File: src/rtl/spi_sck_ctrl.sv
// spi_sck_ctrl: SPI master timing engine generating SCK, chip selects and sample/shift strobes.
module spi_sck_ctrl #(
   parameter int WIDTH_LOG = 5,
   parameter int DIV_WIDTH = 8,
   parameter int CS_NUM    = 4,
   parameter int CS_SEL_W  = 2,
   parameter int DLY_WIDTH = 4
) (
   input  logic                 clk,
   input  logic                 rst,
   input  logic                 start,
   input  logic                 cpol,
   input  logic                 cpha,
   input  logic [DIV_WIDTH-1:0] clk_div,
   input  logic [WIDTH_LOG-1:0] spi_width,
   input  logic [CS_SEL_W-1:0]  cs_sel,
   input  logic [DLY_WIDTH-1:0] cs_dly,
   output logic                 busy,
   output logic                 sck,
   output logic [CS_NUM-1:0]    cs_n,
   output logic                 sample_edge,
   output logic                 shift_edge,
   output logic [WIDTH_LOG-1:0] bit_cnt,
   output logic                 done
);
   localparam int CW = DIV_WIDTH > DLY_WIDTH ? DIV_WIDTH : DLY_WIDTH;
   typedef enum logic [1:0] {IDLE, SETUP, XFER, HOLD} state_t;
   state_t               state_q;
   logic                 cpol_q, cpha_q, sck_q, busy_q, done_q, sample_q, shift_q;
   logic [DIV_WIDTH-1:0] div_q;
   logic [WIDTH_LOG-1:0] spw_q, bit_cnt_q;
   logic [DLY_WIDTH-1:0] dly_q;
   logic [CW-1:0]        cnt_q;
   logic [WIDTH_LOG:0]   tgl_q;
   logic [CS_NUM-1:0]    cs_n_q, sel_n;
   logic                 dly_end, div_end, lead;
   always_comb begin
      sel_n = '1;
      for (int k = 0; k < CS_NUM; k++)
         if (cs_sel == CS_SEL_W'(k)) sel_n[k] = 1'b0;
      dly_end = cnt_q == CW'(dly_q);
      div_end = cnt_q == CW'(div_q);
      lead    = ~tgl_q[0];
   end
   always_ff @(posedge clk) begin
      if (rst) begin
         state_q   <= IDLE;
         cpol_q    <= 1'b0;
         cpha_q    <= 1'b0;
         div_q     <= '0;
         spw_q     <= '0;
         dly_q     <= '0;
         cnt_q     <= '0;
         tgl_q     <= '0;
         sck_q     <= cpol;
         busy_q    <= 1'b0;
         done_q    <= 1'b0;
         sample_q  <= 1'b0;
         shift_q   <= 1'b0;
         bit_cnt_q <= '0;
         cs_n_q    <= '1;
      end else begin
         done_q   <= 1'b0;
         sample_q <= 1'b0;
         shift_q  <= 1'b0;
         case (state_q)
            IDLE: begin
               sck_q <= cpol;
               if (start) begin
                  state_q <= SETUP;
                  cpol_q  <= cpol;
                  cpha_q  <= cpha;
                  div_q   <= clk_div;
                  spw_q   <= spi_width;
                  dly_q   <= cs_dly;
                  cnt_q   <= '0;
                  tgl_q   <= '0;
                  cs_n_q  <= sel_n;
                  busy_q  <= 1'b1;
               end
            end
            SETUP: begin
               cnt_q <= dly_end ? '0 : cnt_q + CW'(1);
               if (dly_end) state_q <= XFER;
            end
            XFER: begin
               cnt_q <= div_end ? '0 : cnt_q + CW'(1);
               if (div_end) begin
                  // odd toggles leave cpol (leading), even ones return (trailing)
                  sck_q    <= ~sck_q;
                  tgl_q    <= tgl_q + (WIDTH_LOG+1)'(1);
                  sample_q <= lead ^ cpha_q;
                  shift_q  <= ~(lead ^ cpha_q);
                  if (!lead) bit_cnt_q <= bit_cnt_q + WIDTH_LOG'(1);
                  if (tgl_q == {spw_q, 1'b1}) state_q <= HOLD;
               end
            end
            HOLD: begin
               cnt_q <= dly_end ? '0 : cnt_q + CW'(1);
               if (dly_end) begin
                  state_q   <= IDLE;
                  done_q    <= 1'b1;
                  busy_q    <= 1'b0;
                  cs_n_q    <= '1;
                  bit_cnt_q <= '0;
               end
            end
         endcase
      end
   end
   assign busy        = busy_q;
   assign sck         = sck_q;
   assign cs_n        = cs_n_q;
   assign sample_edge = sample_q;
   assign shift_edge  = shift_q;
   assign bit_cnt     = bit_cnt_q;
   assign done        = done_q;
endmodule

File: config.mk
export PLATFORM = sky130hd
export DESIGN_NAME = spi_sck_ctrl
export DESIGN_NICKNAME = d
export VERILOG_FILES = /design/src/rtl/spi_sck_ctrl.sv
export SDC_FILE = /design/constraint.sdc
export NUM_CORES = 1
export LEC_CHECK = 0
export BUFFER_PORTS_ARGS = -buffer_cell sky130_fd_sc_hd__buf_2
export CAP_MARGIN = 20
export CELL_PAD_IN_SITES_DETAIL_PLACEMENT = 0
export CELL_PAD_IN_SITES_GLOBAL_PLACEMENT = 1
export CORE_ASPECT_RATIO = 1.1
export CORE_UTILIZATION = 42
export DETAILED_ROUTE_END_ITERATION = 8
export GPL_TIMING_DRIVEN = 0
export HOLD_SLACK_MARGIN = 0.02
export PLACE_DENSITY = 0.79
export SYNTH_ARGS = -nofsm -noshare
export SYNTH_HDL_FRONTEND = slang
export SYNTH_SLANG_ARGS = --single-unit
File: constraint.sdc
create_clock -name clk -period 2 [get_ports clk]
set_input_delay 0.3 -clock clk [delete_from_list [all_inputs] [get_ports clk]]
set_output_delay 0.3 -clock clk [all_outputs]
set_load 0.01 [all_outputs]
==> reports/metrics.json, run 1 <==
{
  "power.static_leakage": {"value": 1.09, "unit": "nW"},
  "clock_latency": {"value": 300, "unit": "ps"},
  "final.fill_count": {"value": 584},
  "top_signal_layer_used": {"value": "met4"},
  "critical_register_to_register_path_startpoint": {"value": "cnt_q[4]$_SDFFE_PP0P_"},
  "io_buffers": {"value": 36},
  "detail_route.vias_per_cell": {"value": 5.45},
  "cts_inserted_buffers": {"value": 5},
  "cts.path.max_buffers": {"value": 2},
  "yosysSeqAreaShare": {"value": 38.9, "unit": "%"},
  "timing.critical_path.slowest_cell_delay": {"value": 510, "unit": "ps"},
  "critPathMaxFanout": {"value": 6},
  "cts_hold_repair.buffers": {"value": 0},
  "critical_path.slowest_cell": {"value": "sky130_fd_sc_hd__or4_1"},
  "status": {"value": "completed"},
  "nets_finish": {"value": 387},
  "grt_setup_unrepaired": {"value": "yes"},
  "dpl.hpwl": {"value": 4730, "unit": "um"},
  "remaining_number_of_nets_flagged_by_the_antenna_check_after_routing": {"value": 0},
  "overall_die_height": {"value": 82.9, "unit": "um"},
  "cts_tree": {"value": "yes"},
  "chipWidth": {"value": 75.5, "unit": "um"},
  "fmax": {"value": 0.518, "unit": "GHz"},
  "required_worst_endpoint": {"value": 2200, "unit": "ps"},
  "routed_wire_length_per_instance": {"value": 15.1, "unit": "um"},
  "powerDensity": {"value": 955, "unit": "nW/um2"},
  "gp_routability_congestion": {"value": 0.907},
  "grt_pass1_vias": {"value": 2160},
  "core_region_area": {"value": 5770, "unit": "um2"},
  "globalRoute.totalOverflow": {"value": 0},
  "number_of_synthesized_flops_with_an_enable_pin": {"value": 1},
  "ys_async_sr_fraction": {"value": 0, "unit": "%"},
  "final-max-slew-violation-count": {"value": 0},
  "tritoncts_num_sinks": {"value": 48},
  "routed-wl-met2": {"value": 2990, "unit": "um"},
  "start_util": {"value": 43.3, "unit": "%"},
  "worst_ir_drop_vdd": {"value": 0.533, "unit": "mV"},
  "holdCritStartpoint": {"value": "clk_div[3]"},
  "final_clock_skew": {"value": 9.02, "unit": "ps"},
  "grt.total_usage": {"value": 22.3, "unit": "%"},
  "timing.critical_path.cells": {"value": "xnor2_1, nand4_2, or4_1, a211o_1, mux2i_1"},
  "final-setup-viol-count": {"value": 0},
  "rows": {"value": 29},
  "timing_worst_slew_pin_value": {"value": 575, "unit": "ps"},
  "hold_violations": {"value": 0},
  "critical_path.startpoint_type": {"value": "register"},
  "largest_net_degree_at_the_start_of_global_routing": {"value": 15},
  "design_power_total": {"value": 2.81, "unit": "mW"},
  "h-tree-depth": {"value": 2},
  "synth_cell_types": {"value": 45},
  "initial_antenna_violation_count": {"value": 0},
  "layout_worst_path_cycle_share": {"value": 96.6, "unit": "%"},
  "timing.setup.tns": {"value": 0, "unit": "ps"},
  "syn_to_final_growth": {"value": 17.7, "unit": "%"},
  "crit_arrival": {"value": 2130, "unit": "ps"},
  "drc_violations": {"value": 0},
  "clk_transition_reported_paths": {"value": 90, "unit": "ps"},
  "fraction_of_final_layout_cells_with_drive_strength_greater_than_1": {"value": 21.0, "unit": "%"},
  "hp-class": {"value": "in2reg"},
  "route.final.wire_length": {"value": 6540, "unit": "um"},
  "post_synthesis_instance_area": {"value": 2500, "unit": "um2"},
  "wl_met3": {"value": 335, "unit": "um"},
  "grt_pass1_wl": {"value": 10700, "unit": "um"},
  "postSynth.topFlopCell": {"value": "sky130_fd_sc_hd__dfxtp_1"},
  "path_buf_inv": {"value": 0},
  "path_class": {"value": "reg2reg"},
  "cp-startpoint": {"value": "cnt_q[4]$_SDFFE_PP0P_"},
  "vias": {"value": 2365},
  "synth-seq-cells": {"value": 48},
  "ctsRootBufferMaster": {"value": "sky130_fd_sc_hd__clkbuf_8"},
  "detail_route.iter0.violations": {"value": 165},
  "synth_cells": {"value": 313},
  "floorplan.die_area": {"value": 6260, "unit": "um2"},
  "worst_setup_path_end_kind": {"value": "register"},
  "timing.slew.headroom": {"value": 61.6, "unit": "%"},
  "postSynthAreaPerCell": {"value": 7.98, "unit": "um2"},
  "wl_met1": {"value": 3170, "unit": "um"},
  "detailedRoute.firstPassIterationCount": {"value": 4},
  "antenna-diode-count": {"value": 0},
  "period_needed": {"value": 1930, "unit": "ps"},
  "cap_violations": {"value": 0},
  "critPathTopFamily": {"value": "simple AND/OR/NAND/NOR gates"},
  "io-pin-count": {"value": 38},
  "warnings_from_yosys": {"value": 0},
  "mappedNetlistNets": {"value": 344}
}
-- report_power, final --
part	internal, mW	switching, mW
clock	0.277	0.332
sequential	1.06	0.0794
combinational	0.388	0.669
total	1.72	1.08
-- routing by layer --
layer	global-route usage (%)	vias to the layer above
met5	0	-
met4	6.57	0
met3	3.76	4
met2	33.1	68
met1	32.9	1100
li1	-	1193
-- metrics by stage --
stage	setup slack [ps]	area, um2	util, %	cells	hold slack [ps]
6_report	68.9	2940	50.9	434	227
5_1_grt	-17.3	2940	50.9	434	231
4_1_cts	9.48	2900	50.2	433	227
3_5_place_dp	-99.1	2770	48.1	426	463
3_3_place_gp	-107	2770	48.1	426	458
2_1_floorplan	168	2500	-	313	436
-- what timing repair did --
action,4_1_cts,5_1_grt
setup endpoints to repair,15,20
cloned,0,0
pin swaps,2,1
endpoints found under the hold margin,0,0
gates resized for setup,9,12
buffers inserted,1,3
-- sequential cells by signal (all words and copies together) (netlist names) --
signal,count
cnt_q,8
div_q,8
tgl_q,6
bit_cnt,5
spw_q,5
cs_n,4
dly_q,4
state_q,2
busy,1
cpha_q,1
done,1
sample_edge,1
sck,1
shift_edge,1
-- cell families (layout without fill, tap and decap cells) --
family          Yosys count  count (layout)  share of synthesized area [%]
fa+ha+maj                 7               7                           3.51
buf+inv                  31              75                           5.46
compound gates           84              84                           19.9
flops                    48              48                           38.9
mux                       1               1                          0.401
simple gates            122             122                           23.9
xor+xnor                 20              20                           7.92
-- path summary, 6_finish.rpt --
path / end / slack, ps / depth (start not counted)
setup / recovery: state_q[1]$_SDFFE_PP0P_ / 70 / 5
hold / removal: div_q[3]$_SDFFE_PP0P_ / 230 / 3
setup reg to reg: state_q[1]$_SDFFE_PP0P_ / 70 / 5
hold reg to reg: spw_q[3]$_SDFFE_PP0P_ / 470 / 2
-- cells in the final DEF, fill, tap and decap left out, types with 8 or more instances in the layout --
| cell | netlist | final |
|---|---|---|
| sky130_fd_sc_hd__nand2_1 | 59 | 59 |
| sky130_fd_sc_hd__dfxtp_1 | 47 | 45 |
| sky130_fd_sc_hd__buf_2 | 1 | 37 |
| sky130_fd_sc_hd__a21oi_1 | 34 | 33 |
| sky130_fd_sc_hd__o21ai_0 | 24 | 23 |
| sky130_fd_sc_hd__nor2_1 | 12 | 12 |
| sky130_fd_sc_hd__nand3_1 | 12 | 12 |
| sky130_fd_sc_hd__xnor2_1 | 14 | 11 |
| sky130_fd_sc_hd__inv_1 | 10 | 10 |
| sky130_fd_sc_hd__clkbuf_1 | 17 | 8 |
-- Yosys cell counts (3+ instances only) --
master                       n  area [um2]
sky130_fd_sc_hd__o2111ai_1   3        26.3
sky130_fd_sc_hd__xnor2_2     3        48.8
sky130_fd_sc_hd__nand3_1    12        60.1
sky130_fd_sc_hd__nor2_1     12        45.0
sky130_fd_sc_hd__o211ai_1    3        22.5
sky130_fd_sc_hd__ha_1        7        87.6
sky130_fd_sc_hd__dfxtp_1    47         941
sky130_fd_sc_hd__a21oi_1    34         170
sky130_fd_sc_hd__clkbuf_1   17        63.8
sky130_fd_sc_hd__xnor2_1    14         123
sky130_fd_sc_hd__xor2_1      3        26.3
sky130_fd_sc_hd__o21ai_0    24         120
sky130_fd_sc_hd__nor4_1      4        25.0
sky130_fd_sc_hd__a41oi_1     3        26.3
sky130_fd_sc_hd__o31ai_1     3        22.5
sky130_fd_sc_hd__a31oi_1     5        31.3
sky130_fd_sc_hd__nor2b_1     3        18.8
sky130_fd_sc_hd__nor3_1      7        35.0
sky130_fd_sc_hd__and2_1      4        25.0
sky130_fd_sc_hd__nand4_1     4        25.0
sky130_fd_sc_hd__nand2_1    59         221
sky130_fd_sc_hd__inv_1      10        37.5
-- tightest hold or removal path, delay by kind of cell --
family | cells | cell delay, ps
compound gates | 1 | 50
buf+inv | 1 | 100
simple gates | 1 | 40
-- cell type report --
cell class	count	area [um2]	share of cell area (%)
Timing Repair Buffer	40	210	7.15
Sequential cell	48	973	33.1
Clock buffer	6	82.6	2.81
Buffer	17	90.1	3.07
Tap cell	77	96.3	3.28
Inverter	10	37.5	1.28
Multi-Input combinational cell	234	1440	49.0
Clock inverter	2	10.0	0.341
Power figures use the tool's default switching activity.
==> inputs of run 2 (changes only) <==
Settings changed: CORE_UTILIZATION 42 to 43, CTS_BUF_LIST set to sky130_fd_sc_hd__clkbuf_8, PLACE_DENSITY 0.79 to 0.8.
==> run 2 against run 1 <==
Effect of this change:
- sequential power about the same
- critical path type unchanged
- setup slack improved by 32 ps
- largest cell class unchanged
- global-route usage increased by 0.12 points
- count of clock-buffer cells in the layout unchanged
- utilization increased by 2.2 points
- critical endpoint is now sck$_DFFE_PP_
- worst hold slack got worse by 2.9 ps
==> reports/metrics.json, run 2 (synthesis results as in run 1) <==
{
  "critPathMaxFanout": {"value": 10, "change": "+4"},
  "final_clock_skew": {"value": 14.0, "unit": "ps", "change": "+5.01 ps"},
  "routed_wire_length_per_instance": {"value": 15.2, "unit": "um", "change": "+1.1%"},
  "share_seq_of_total_power": {"value": 41.0, "unit": "%", "change": "+0.4 points"},
  "path_class": {"value": "reg2reg"},
  "grt_setup_unrepaired": {"value": "yes"},
  "io-pin-count": {"value": 38, "change": "unchanged"},
  "cellInternalPower": {"value": 1.70, "unit": "mW", "change": "-1.7%"},
  "dp.cells": {"value": 424, "change": "-0.47%"},
  "critical_path.slowest_cell": {"value": "sky130_fd_sc_hd__dfxtp_1"},
  "clock_latency": {"value": 310, "unit": "ps", "change": "about the same"},
  "net-switching-power": {"value": 1.08, "unit": "mW", "change": "+0.33%"},
  "final-max-slew-violation-count": {"value": 0, "change": "unchanged"},
  "grt_pass1_vias": {"value": 2120, "change": "-1.9%"},
  "largest_net_degree_at_the_start_of_global_routing": {"value": 15, "change": "unchanged"},
  "overall_die_height": {"value": 81.9, "unit": "um", "change": "-1.1%"},
  "detailedRoute.firstPassIterationCount": {"value": 6, "change": "+2"},
  "critPathTopFamily": {"value": "flip-flops"},
  "r2r_setup_slack": {"value": 100, "unit": "ps", "change": "+30 ps"},
  "core_region_area": {"value": 5500, "unit": "um2", "change": "-4.7%"},
  "gp_routability_congestion": {"value": 0.827, "change": "-8.8%"},
  "floorplan.die_area": {"value": 6120, "unit": "um2", "change": "-2.3%"},
  "cts_hold_repair.buffers": {"value": 0, "change": "unchanged"},
  "route.final.wire_length": {"value": 6570, "unit": "um", "change": "+0.41%"},
  "rows": {"value": 28, "change": "-3.4%"},
  "power.static_leakage": {"value": 1.08, "unit": "nW", "change": "-1.4%"},
  "syn_to_final_growth": {"value": 17.0, "unit": "%"},
  "worst_setup_path_end_kind": {"value": "register"},
  "power.share.clock": {"value": 22.0, "unit": "%", "change": "+0.3 points"},
  "drc_violations": {"value": 0, "change": "unchanged"},
  "final.fill_count": {"value": 582, "change": "-0.34%"},
  "cts_inserted_buffers": {"value": 5, "change": "unchanged"},
  "remaining_number_of_nets_flagged_by_the_antenna_check_after_routing": {"value": 0, "change": "unchanged"},
  "cap_violations": {"value": 0, "change": "unchanged"},
  "start_util": {"value": 45.4, "unit": "%", "change": "+2.1 points"},
  "layout_commonest_cell": {"value": "sky130_fd_sc_hd__nand2_1"},
  "chipWidth": {"value": 74.7, "unit": "um", "change": "-1.1%"},
  "tritoncts_num_sinks": {"value": 48, "change": "unchanged"},
  "crit_arrival": {"value": 1920, "unit": "ps", "change": "-210 ps"},
  "ctsRootBufferMaster": {"value": "sky130_fd_sc_hd__clkbuf_8"},
  "initial_antenna_violation_count": {"value": 0, "change": "unchanged"},
  "detail_route.iter0.violations": {"value": 164, "change": "-0.61%"},
  "final-setup-viol-count": {"value": 0, "change": "unchanged"},
  "path_buf_inv": {"value": 1, "change": "+1"},
  "timing_worst_slew_pin_value": {"value": 603, "unit": "ps", "change": "+27.7 ps"},
  "nets_finish": {"value": 386, "change": "-0.26%"},
  "critical_register_to_register_path_startpoint": {"value": "cnt_q[6]$_SDFFE_PP0P_"},
  "status": {"value": "completed"},
  "instances_no_fill": {"value": 431, "change": "-0.69%"},
  "hold_violations": {"value": 0, "change": "unchanged"},
  "layout_worst_path_cycle_share": {"value": 95.0, "unit": "%", "change": "-1.6 points"},
  "rr_worst_depth": {"value": 5, "change": "unchanged"},
  "io_buffers": {"value": 36, "change": "unchanged"},
  "power_switching_share": {"value": 39.0, "unit": "%", "change": "+0.49 points"},
  "setup.worst_path.end": {"value": "sck$_DFFE_PP_"},
  "timing.critical_path.cells": {"value": "xnor2_1, and4_1, a21boi_1, buf_2, o21ai_0"},
  "timing.slew.headroom": {"value": 59.8, "unit": "%", "change": "-1.8 points"},
  "fmax": {"value": 0.526, "unit": "GHz", "change": "+1.7%"},
  "worst_hold_slack": {"value": 224, "unit": "ps", "change": "-2.93 ps"},
  "cts.path.max_buffers": {"value": 2, "change": "unchanged"},
  "required_worst_endpoint": {"value": 2020, "unit": "ps", "change": "-180 ps"},
  "dpl.hpwl": {"value": 4750, "unit": "um", "change": "+0.51%"},
  "critical_path.startpoint_type": {"value": "register"},
  "powerDensity": {"value": 951, "unit": "nW/um2", "change": "-0.34%"},
  "fraction_of_final_layout_cells_with_drive_strength_greater_than_1": {"value": 19.4, "unit": "%", "change": "-1.6 points"},
  "cp-startpoint": {"value": "cnt_q[6]$_SDFFE_PP0P_"},
  "combinationalPowerShare": {"value": 37.0, "unit": "%", "change": "-0.7 points"},
  "antenna-diode-count": {"value": 0, "change": "unchanged"},
  "grt.total_usage": {"value": 22.5, "unit": "%", "change": "+0.12 points"},
  "top_library_cells_by_usage_in_the_layout_fill_and_taps_aside": {"value": "sky130_fd_sc_hd__nand2_1 (59), sky130_fd_sc_hd__dfxtp_1 (44), sky130_fd_sc_hd__buf_2 (37)"},
  "period_needed": {"value": 1900, "unit": "ps", "change": "-31.6 ps"},
  "cts_tree": {"value": "yes"},
  "finalCoreUtilization": {"value": 53.1, "unit": "%", "change": "+2.2 points"},
  "reg2reg_to": {"value": "sck$_DFFE_PP_"},
  "vias": {"value": 2375, "change": "+0.42%"},
  "worst_ir_drop_vdd": {"value": 0.403, "unit": "mV", "change": "-24%"},
  "critical_path_depth": {"value": 5, "change": "unchanged"},
  "layout_top_registers": {"value": "cnt_q (8), div_q (8), tgl_q (6)"},
  "timing.critical_path.slowest_cell_delay": {"value": 470, "unit": "ps", "change": "-40 ps"},
  "timing.setup.tns": {"value": 0, "unit": "ps", "change": "unchanged"},
  "detail_route.vias_per_cell": {"value": 5.51, "change": "+1.1%"},
  "globalRoute.totalOverflow": {"value": 0, "change": "unchanged"},
  "grt_pass1_wl": {"value": 10300, "unit": "um", "change": "-3.7%"},
  "hp-class": {"value": "in2reg"},
  "h-tree-depth": {"value": 2, "change": "unchanged"},
  "clk_transition_reported_paths": {"value": 100, "unit": "ps", "change": "about the same"}
}
run 2: cell types whose count changed in the layout (fill, tap and decap cells not counted), moves of 2 or more:
cell	previous run	this run
sky130_fd_sc_hd__ha_2	2	0
sky130_fd_sc_hd__ha_1	5	7
sky130_fd_sc_hd__clkbuf_2	5	2
sky130_fd_sc_hd__clkinv_2	2	0
sky130_fd_sc_hd__clkbuf_1	8	10
run 2: metal layers:
layer	GRT usage, %	wire, um
met2	36.1	3010
met1	30.2	3200
met3	4.42	271
met4	6.79	93
met5	0	0
run 2: metrics by stage:
stage / setup slack [ps] / power [mW] / instance area [um2]
after floorplan: 168 / 1.82 / 2500
after detailed placement: -100 / 2.11 / 2770
after global routing: -0.632 / 2.94 / 2920
after global placement: -114 / 2.11 / 2770
after CTS: 8.63 / 2.76 / 2910
final: 101 / 2.78 / 2920
run 2: repair_timing:
item	in CTS	in global routing
gates resized for setup	10	4
pin swaps	1	1
buffers inserted	2	1
endpoints found under the setup margin	16	20
run 2: how the worst min path moves through the flow:
stage | end | depth (start not counted) | startpoint
after global placement | dly_q[3]$_SDFFE_PP0P_ | 2 | dly_q[3]$_SDFFE_PP0P_
after global routing | spw_q[0]$_SDFFE_PP0P_ | 3 | spi_width[0]
after floorplan | cpha_q$_SDFFE_PP0P_ | 2 | cpha
after CTS | div_q[6]$_SDFFE_PP0P_ | 3 | clk_div[6]
final | div_q[6]$_SDFFE_PP0P_ | 3 | clk_div[6]
after detailed placement | dly_q[3]$_SDFFE_PP0P_ | 2 | dly_q[3]$_SDFFE_PP0P_
run 2: power groups by stage:
| stage | clock [mW] | combinational, mW | sequential [mW] |
|---|---|---|---|
| after detailed placement | 0 | 0.952 | 1.16 |
| final | 0.612 | 1.03 | 1.14 |
| after CTS | 0.625 | 1.00 | 1.14 |
| after global placement | 0 | 0.952 | 1.16 |
| after floorplan | 0 | 0.668 | 1.15 |
| after global routing | 0.653 | 1.13 | 1.15 |
run 2: worst min-delay path, stage by stage:
cell and delay (ps):
sky130_fd_sc_hd__buf_2 90, sky130_fd_sc_hd__nand2_1 40, sky130_fd_sc_hd__a21oi_1 50
run 2: area by class of cell:
| class | count | area [um2] | area share, % |
|---|---|---|---|
| plain buffers | 17 | 86.3 | 2.96 |
| clock buffers | 6 | 82.6 | 2.83 |
| clock inverters | 2 | 11.3 | 0.385 |
| inverters | 10 | 37.5 | 1.28 |
| multi-input cells | 234 | 1430 | 49.0 |
| flip-flops and latches | 48 | 975 | 33.4 |
| well taps | 75 | 93.8 | 3.21 |
| repair buffers | 39 | 203 | 6.94 |
